<file path="src/rtl/cdf_lut_equalizer.sv">
// cdf_lut_equalizer: builds a histogram-CDF remap table into a shadow bank and
// remaps the pixel stream through the active bank, swapping banks at frame boundaries.
module cdf_lut_equalizer #(
  parameter int PIXELS_LOG2 = 19
) (
  input  logic        clk,
  input  logic        rst,
  input  logic        hist_valid,
  output logic        hist_rd_en,
  output logic [7:0]  hist_addr,
  input  logic [31:0] hist_data,
  input  logic [7:0]  in_pixel,
  input  logic        in_valid,
  input  logic        end_of_frame,
  output logic [7:0]  out_pixel,
  output logic        out_valid,
  output logic        out_end_of_frame,
  output logic        lut_ready,
  output logic        busy
);
  typedef enum logic [1:0] {IDLE, READ, DRAIN} state_t;
  state_t      state_q, state_d;
  logic [7:0]  addr_q, addr_d, rd_addr_q, pix_q, out_pixel_q, out_pixel_d;
  logic [31:0] acc_q, acc_d, acc_new;
  logic [39:0] prod, scaled;
  logic [7:0]  lut_wr, lut_rd;
  logic        rd_v_q, pending_q, pending_d, active_q, active_d, ready_q, ready_d;
  logic        eof_prev_q, v1_q, e1_q, out_valid_q, out_eof_q, boundary, swap;
  logic [7:0]  lut_mem [512];
  always_comb begin
    acc_new     = acc_q + hist_data;
    prod        = 40'(acc_new) * 40'd255;
    scaled      = prod >> PIXELS_LOG2;
    lut_wr      = (|scaled[39:8]) ? 8'hff : scaled[7:0];
    boundary    = eof_prev_q & ~end_of_frame;
    swap        = boundary & pending_q & (state_q == IDLE);
    state_d     = state_q;
    addr_d      = addr_q;
    acc_d       = rd_v_q ? acc_new : acc_q;
    pending_d   = swap ? 1'b0 : pending_q;
    active_d    = swap ? ~active_q : active_q;
    ready_d     = swap | ready_q;
    lut_rd      = lut_mem[{active_q, pix_q}];
    out_pixel_d = ready_q ? lut_rd : pix_q;
    if (state_q == IDLE && hist_valid) begin
      state_d = READ;
      addr_d  = 8'd0;
      acc_d   = 32'd0;
    end
    if (state_q == READ) begin
      addr_d  = addr_q + 8'd1;
      state_d = (addr_q == 8'hff) ? DRAIN : READ;
    end
    if (state_q == DRAIN) begin
      state_d   = IDLE;
      pending_d = 1'b1;
    end
  end
  always_ff @(posedge clk) begin
    if (rst) begin
      state_q     <= IDLE;
      addr_q      <= 8'd0;
      rd_addr_q   <= 8'd0;
      acc_q       <= 32'd0;
      rd_v_q      <= 1'b0;
      pending_q   <= 1'b0;
      active_q    <= 1'b0;
      ready_q     <= 1'b0;
      eof_prev_q  <= 1'b0;
      pix_q       <= 8'd0;
      v1_q        <= 1'b0;
      e1_q        <= 1'b0;
      out_pixel_q <= 8'd0;
      out_valid_q <= 1'b0;
      out_eof_q   <= 1'b0;
    end else begin
      state_q     <= state_d;
      addr_q      <= addr_d;
      rd_addr_q   <= addr_q;
      acc_q       <= acc_d;
      rd_v_q      <= hist_rd_en;
      pending_q   <= pending_d;
      active_q    <= active_d;
      ready_q     <= ready_d;
      eof_prev_q  <= end_of_frame;
      pix_q       <= in_pixel;
      v1_q        <= in_valid;
      e1_q        <= end_of_frame;
      out_pixel_q <= out_pixel_d;
      out_valid_q <= v1_q;
      out_eof_q   <= e1_q;
    end
  end
  // Table RAM is deliberately left out of reset; builds only ever target the inactive half.
  always_ff @(posedge clk) begin
    if (rd_v_q) lut_mem[{~active_q, rd_addr_q}] <= lut_wr;
  end
  assign hist_rd_en       = (state_q == READ);
  assign hist_addr        = addr_q;
  assign busy             = (state_q != IDLE);
  assign lut_ready        = ready_q;
  assign out_pixel        = out_pixel_q;
  assign out_valid        = out_valid_q;
  assign out_end_of_frame = out_eof_q;
endmodule

</file>
<file path="config.mk">
export PLATFORM = sky130hd
export DESIGN_NAME = cdf_lut_equalizer
export DESIGN_NICKNAME = d
export VERILOG_FILES = /design/src/rtl/cdf_lut_equalizer.sv
export SDC_FILE = /design/constraint.sdc
export NUM_CORES = 2
export LEC_CHECK = 0
export CORE_UTILIZATION = 30
export CTS_BUF_LIST = sky130_fd_sc_hd__clkbuf_16
export DETAILED_ROUTE_END_ITERATION = 12
export SLEW_MARGIN = 25
export SYNTH_ARGS = -nofsm -noshare
export SYNTH_HDL_FRONTEND = slang
export SYNTH_SLANG_ARGS = --single-unit
</file>
<file path="constraint.sdc">
create_clock -name clk -period 23.2 [get_ports clk]
set_input_delay 3.48 -clock clk [delete_from_list [all_inputs] [get_ports clk]]
set_output_delay 3.48 -clock clk [all_outputs]
set_load 0.005 [all_outputs]
</file>
-- Yosys cells after proc, flatten, opt, wreduce, memory -nomap -nowiden
Memories as Yosys holds them, arrays and structs flattened.
Cells that the tools add are included.
- multiplexer cells: 11
- multiply operators: 1
- eq/ne operators: 3
- reductions and logical operators: 8
- add/subtract/negate cells: 2
- bitwise gates (word level): 6
- operators with widths (cell ; number):
    multiplier 32 x 8 -> 40 bit (second input constant) ; 1
    adder 32 bit ; 1
    2-to-1 mux 8 bit ; 4
    OR reduction 13 bit ; 1
    adder 8 x 1 -> 8 bit (second input constant) ; 1
    == test 8 bit (second input constant) ; 1
    2-to-1 mux 2 bit ; 3
    nonzero test 2 bit ; 3
    2-to-1 mux 1 bit ; 4
    OR reduction 2 bit ; 2
    bitwise AND 1 bit ; 3
    == test 2 x 1 -> 1 bit (second input constant) ; 1
    == test 2 bit (second input constant) ; 1
    zero test 2 bit ; 1
    NOT 1 bit ; 2
    logical AND 1 bit ; 1
    bitwise OR 1 bit ; 1
- input bits: 45
- output and inout bits: 21
- flip-flop bits (word level): 74
- bits in writable memories: 4096
- memories kept: 1
- memories (memory ; words ; bits a word ; read ports ; clocked after Yosys merged registers in ; write ports ; RTL line ; source):
    lut_mem ; 512 ; 8 ; 1 ; 0 ; 1 ; 29 ; logic [7:0] lut_mem [512];

-- Longest topological paths before layout
- depth in word-level cells: 6
- mapped depth: 31
- mapped depth without buffers: 29

-- Worst setup path before layout
OpenSTA, ideal clock, no wires.
- path type: input-to-reg
- start point: input port hist_data[0]
- end point: memory lut_mem[0][6] (data pin)
- path buffers: 0
- arrival time: 18.132 ns
- required time: 19.927 ns
- cell stages on the path: 26
- slack: 1.795 ns
- cell sequence: ha_1 fa_1 a21o_1 a21oi_1 o31ai_1 or3_1 a221o_1 a31oi_1 o21ai_1 xor2_1 inv_1 fa_1 fa_1 fa_1 fa_1 inv_1 ha_1 and4_1 a21bo_2 a22oi_1 o211ai_1 a2111oi_0 nand3_1 a211o_1 nor4_2 nand4_1
- word-level cells in the longest chain between the ends: 4
- ends and longest elaborated chain (item ; RTL line ; source):
    start: declaration ; 11 ; input logic [31:0] hist_data,
    adder 32 bit ; 31 ; acc_new = acc_q + hist_data;
    net acc_new[30] ; 24 ; logic [31:0] acc_q, acc_d, acc_new;
    multiplier 32 x 8 -> 40 bit ; 32 ; prod = 40'(acc_new) * 40'd255;
    OR reduction 13 bit ; 34 ; lut_wr = (|scaled[39:8]) ? 8'hff : scaled[7:0];
    2-to-1 mux 8 bit ; 34 ;
    net lut_wr[6] ; 26 ; logic [7:0] lut_wr, lut_rd;
    end: declaration ; 29 ;
The timed path passes the listed nets, and every way through them passes these cells.

-- Final worst setup path
- start point: input port hist_data[0]
- end point: memory lut_mem[506][6] (data pin)
The elaborated chain is that of the path after synthesis.

==> parameters.txt <==
Parameter                              Value

Outcome
  Result of the run    finished with violations
  Failing checks    design-rule violations

Timing
  Hold slack    439 ps
  Worst clock skew    90.4 ps
  Least-Margin Pin Slew    1040 ps
  Worst-case headroom to the max-slew limit    0.284
  Final total negative setup slack    0 ps
  Unrepaired setup endpoints after global routing    false
  Final Hold Viols    0
  Fmax achieved    73.3 MHz
  Final setup viols    0
  Max-slew violations    0
  Minimum clock period after layout    13640 ps
  Share of the clock period used by the worst path after layout    0.588

Layout
  Area growth from synthesis to layout    13.9%
  Nets@finish    8229
  Leading cell types in the layout, fill and taps excluded    sky130_fd_sc_hd__edfxtp_1, sky130_fd_sc_hd__mux4_2, sky130_fd_sc_hd__nor2_1
  Non-filler instance count after layout    15800
  Total non-filler cell area in the finished layout    0.191 mm^2
  Most common cell after layout, fill and taps aside    sky130_fd_sc_hd__edfxtp_1
  Share of layout cells above drive strength 1    0.244

Worst setup path
  Worst Reg-to-Reg Cells    31
  Worst Path Required    23840 ps
  Data arrival, critical path    14280 ps
  Slowest stage cell on the critical path    sky130_fd_sc_hd__fa_1
  Largest fanout on the critical path    208
  Setup slack of the most critical reg-to-reg path    12200 ps
  Maximum cell stage delay along the critical path    590 ps
  Crit end category    register
  Cell mode on critical path    sky130_fd_sc_hd__fa_1
  Crit Path Category    input port to register
  Crit path launch type    input port

Clock tree
  CTS Buffer Depth    4
  Num CTS Buffers    416
  Clock-pin slew on the worst setup and hold paths    60 ps
  Count of cells resized by post-cts repair    0
  Post CTS Setup Buffer Count    0
  CTS H-Tree Depth    5
  Clock Root Buffer    sky130_fd_sc_hd__clkbuf_16
  Cts-stage hold buffer count    0
  Clock latency reported for the late side of the worst-skew pair    980 ps
  Clock sink total    4170
  Clock tree from TritonCTS    yes

Routing
  Vias per inst    5.04
  Average wire per standard cell    26.3 um
  Detailed router's first-iteration violation count    8713
  Total number of vias    79400
  Post-DRT Antenna Nets    0
  Total wire length after detailed routing    414000 um
  First-pass detailed-route iteration total    12
  Number of DRC violations after detailed routing    18

Global routing
  Vias in the first global route    81500
  Global-route usage over all layers    0.144
  GRT overflow    0
  First-pass GRT wire length    598000 um
  Number of antenna violations at the first check in global routing    24
  Largest net degree at the start of global routing    232

Floorplan
  IO Pins    66
  Total Die Area    0.562 mm^2
  Area of the core region    0.557 mm^2
  Starting utilization of the core area    0.301
  Height of the die    750 um
  Die W    750 um
  Row Count    274

Synth
  Sequential share of the synthesized area    0.743
  Flops & latches, synth    4170
  Flip-flop cell with the highest count after synthesis    sky130_fd_sc_hd__edfxtp_1
  Share of synthesized registers carrying an async set or reset    0
  Area of the mapped netlist    0.168 mm^2
  Gate Count Post-Synth    7755
  Cell variety after synth    72
  Yosys warning total    0
  Number of enable flip-flop cells after synthesis    4096
  Syn_area_per_cell    21.6 um^2
  Syn Nets    8037

Placed design
  Instance area after placement    0.177 mm^2
  Routability-driven placement congestion ratio    0.829
  HPWL after DPL    254000 um
  Count of input and output buffers    65
  Number of placed cells counting well taps    15000

Pwr
  Power density of the placed cells    92.3 mW/mm^2
  Worst IR Drop VDD    0.148 mV
  Total leakage power    69.8 nW

Hold path
  Hold/Removal Path Class    register to register
  Hold-critical path depth    1

Job
  Maxcap violations    0
## power by group
| part | switching [mW] | total, mW | leakage, nW | internal, mW |
|---|---|---|---|---|
| sequential | 0.0155 | 8.19 | 49.1 | 8.17 |
| combinational | 1.72 | 2.81 | 13.8 | 1.09 |
| clock | 2.88 | 6.62 | 6.90 | 3.75 |
## final timing paths
| check | from | endpoint |
|---|---|---|
| worst min register to register | v1_q$_SDFF_PP0_ | out_valid$_SDFF_PP0_ |
| worst max-delay path | hist_data[0] | lut_mem[506][6]$_DFFE_PP_ |
| worst min-delay path | v1_q$_SDFF_PP0_ | out_valid$_SDFF_PP0_ |
| worst max register to register | acc_q[0]$_SDFFE_PP0P_ | lut_mem[506][6]$_DFFE_PP_ |
## routing by layer
| metal | routed length (um) | vias up | global-route usage |
|---|---|---|---|
| li1 | - | 32500 | - |
| met1 | 170000 | 43100 | 0.198 |
| met2 | 198000 | 3172 | 0.232 |
| met3 | 31800 | 637 | 0.0257 |
| met4 | 14900 | 14 | 0.0471 |
| met5 | 77 | - | 0 |
## cells in the mapped netlist, types with 4 or more instances
| library cell | number | share of area |
|---|---|---|
| sky130_fd_sc_hd__inv_1 | 219 | 0.0049 |
| sky130_fd_sc_hd__a2111oi_0 | 4 | 0.00021 |
| sky130_fd_sc_hd__or3_1 | 6 | 0.00022 |
| sky130_fd_sc_hd__mux2i_1 | 122 | 0.0073 |
| sky130_fd_sc_hd__nand3_1 | 39 | 0.0012 |
| sky130_fd_sc_hd__dfxtp_1 | 74 | 0.0088 |
| sky130_fd_sc_hd__buf_2 | 116 | 0.0035 |
| sky130_fd_sc_hd__and3_1 | 11 | 0.00041 |
| sky130_fd_sc_hd__xor2_1 | 23 | 0.0012 |
| sky130_fd_sc_hd__o21ai_0 | 30 | 0.00090 |
| sky130_fd_sc_hd__nor2b_1 | 37 | 0.0014 |
| sky130_fd_sc_hd__a211oi_1 | 25 | 0.0011 |
| sky130_fd_sc_hd__edfxtp_1 | 4096 | 0.73 |
| sky130_fd_sc_hd__fa_1 | 137 | 0.016 |
| sky130_fd_sc_hd__a221o_1 | 4 | 0.00024 |
| sky130_fd_sc_hd__o211ai_1 | 6 | 0.00027 |
| sky130_fd_sc_hd__o21ai_1 | 12 | 0.00036 |
| sky130_fd_sc_hd__buf_1 | 58 | 0.0013 |
| sky130_fd_sc_hd__a21o_1 | 33 | 0.0015 |
| sky130_fd_sc_hd__nand4_1 | 16 | 0.00060 |
| sky130_fd_sc_hd__a21oi_1 | 117 | 0.0035 |
| sky130_fd_sc_hd__ha_1 | 100 | 0.0075 |
| sky130_fd_sc_hd__o21a_1 | 7 | 0.00031 |
| sky130_fd_sc_hd__nand2_1 | 97 | 0.0022 |
| sky130_fd_sc_hd__nand2b_1 | 8 | 0.00030 |
| sky130_fd_sc_hd__xnor2_1 | 37 | 0.0019 |
| sky130_fd_sc_hd__nor2_1 | 603 | 0.014 |
| sky130_fd_sc_hd__o21bai_1 | 9 | 0.00040 |
| sky130_fd_sc_hd__buf_4 | 19 | 0.00085 |
| sky130_fd_sc_hd__o221ai_1 | 6 | 0.00031 |
| sky130_fd_sc_hd__o22ai_1 | 23 | 0.00086 |
| sky130_fd_sc_hd__a31oi_1 | 8 | 0.00030 |
| sky130_fd_sc_hd__o22a_1 | 4 | 0.00021 |
| sky130_fd_sc_hd__and3b_1 | 4 | 0.00021 |
| sky130_fd_sc_hd__a22oi_1 | 54 | 0.0024 |
| sky130_fd_sc_hd__nor3_1 | 23 | 0.00069 |
| sky130_fd_sc_hd__and2_1 | 9 | 0.00034 |
| sky130_fd_sc_hd__mux4_2 | 1270 | 0.17 |
| sky130_fd_sc_hd__clkbuf_1 | 226 | 0.0051 |
| sky130_fd_sc_hd__nor3b_1 | 9 | 0.00040 |
## sequential cells by signal (all words and copies together) (netlist names), 2 cells and up
signal / flops
lut_mem: 4096
acc_q: 32
hist_addr: 8
out_pixel: 8
pix_q: 8
rd_addr_q: 8
state_q: 2
## critical path, delay by kind of cell
family                     cells  cell delay [ps]
buffers and inverters          8             2300
adders and majority gates      7             3110
AOI/OAI and AO/OA             11             2720
xor gates and xnor gates       1              540
and+or+nand+nor                5             1680
## layout make-up
| cell class | instances | area, um^2 |
|---|---|---|
| Inverter | 221 | 830 |
| Sequential cell | 4170 | 125000 |
| Tap cell | 7452 | 9320 |
| Timing Repair Buffer | 196 | 2120 |
| Clock buffer | 423 | 10600 |
| Multi-Input combinational cell | 2942 | 40700 |
| Fill cell | 51200 | 366000 |
| Antenna cell | 4 | 10.0 |
| Clock inverter | 350 | 2890 |
## through the flow
stage / setup WS (ps) / util / total power, mW
after global placement: 8680 / 0.318 / 11.1
after detailed placement: 8420 / 0.318 / 11.1
after floorplan: 1800 / - / 10.4
final: 9560 / 0.343 / 17.6
after global routing: 9240 / 0.343 / 18.3
after CTS: 9430 / 0.342 / 17.7
## kinds of logic after synthesis
family,count (synthesis),share of synthesized area
flops,4170,0.743
compound gates,370,0.0144
buf+inv,643,0.0158
mux,1394,0.178
simple gates,879,0.0222
fa+ha+maj,239,0.0239
xor+xnor,60,0.00313
Note: power is estimated with default switching activity, not from simulation.
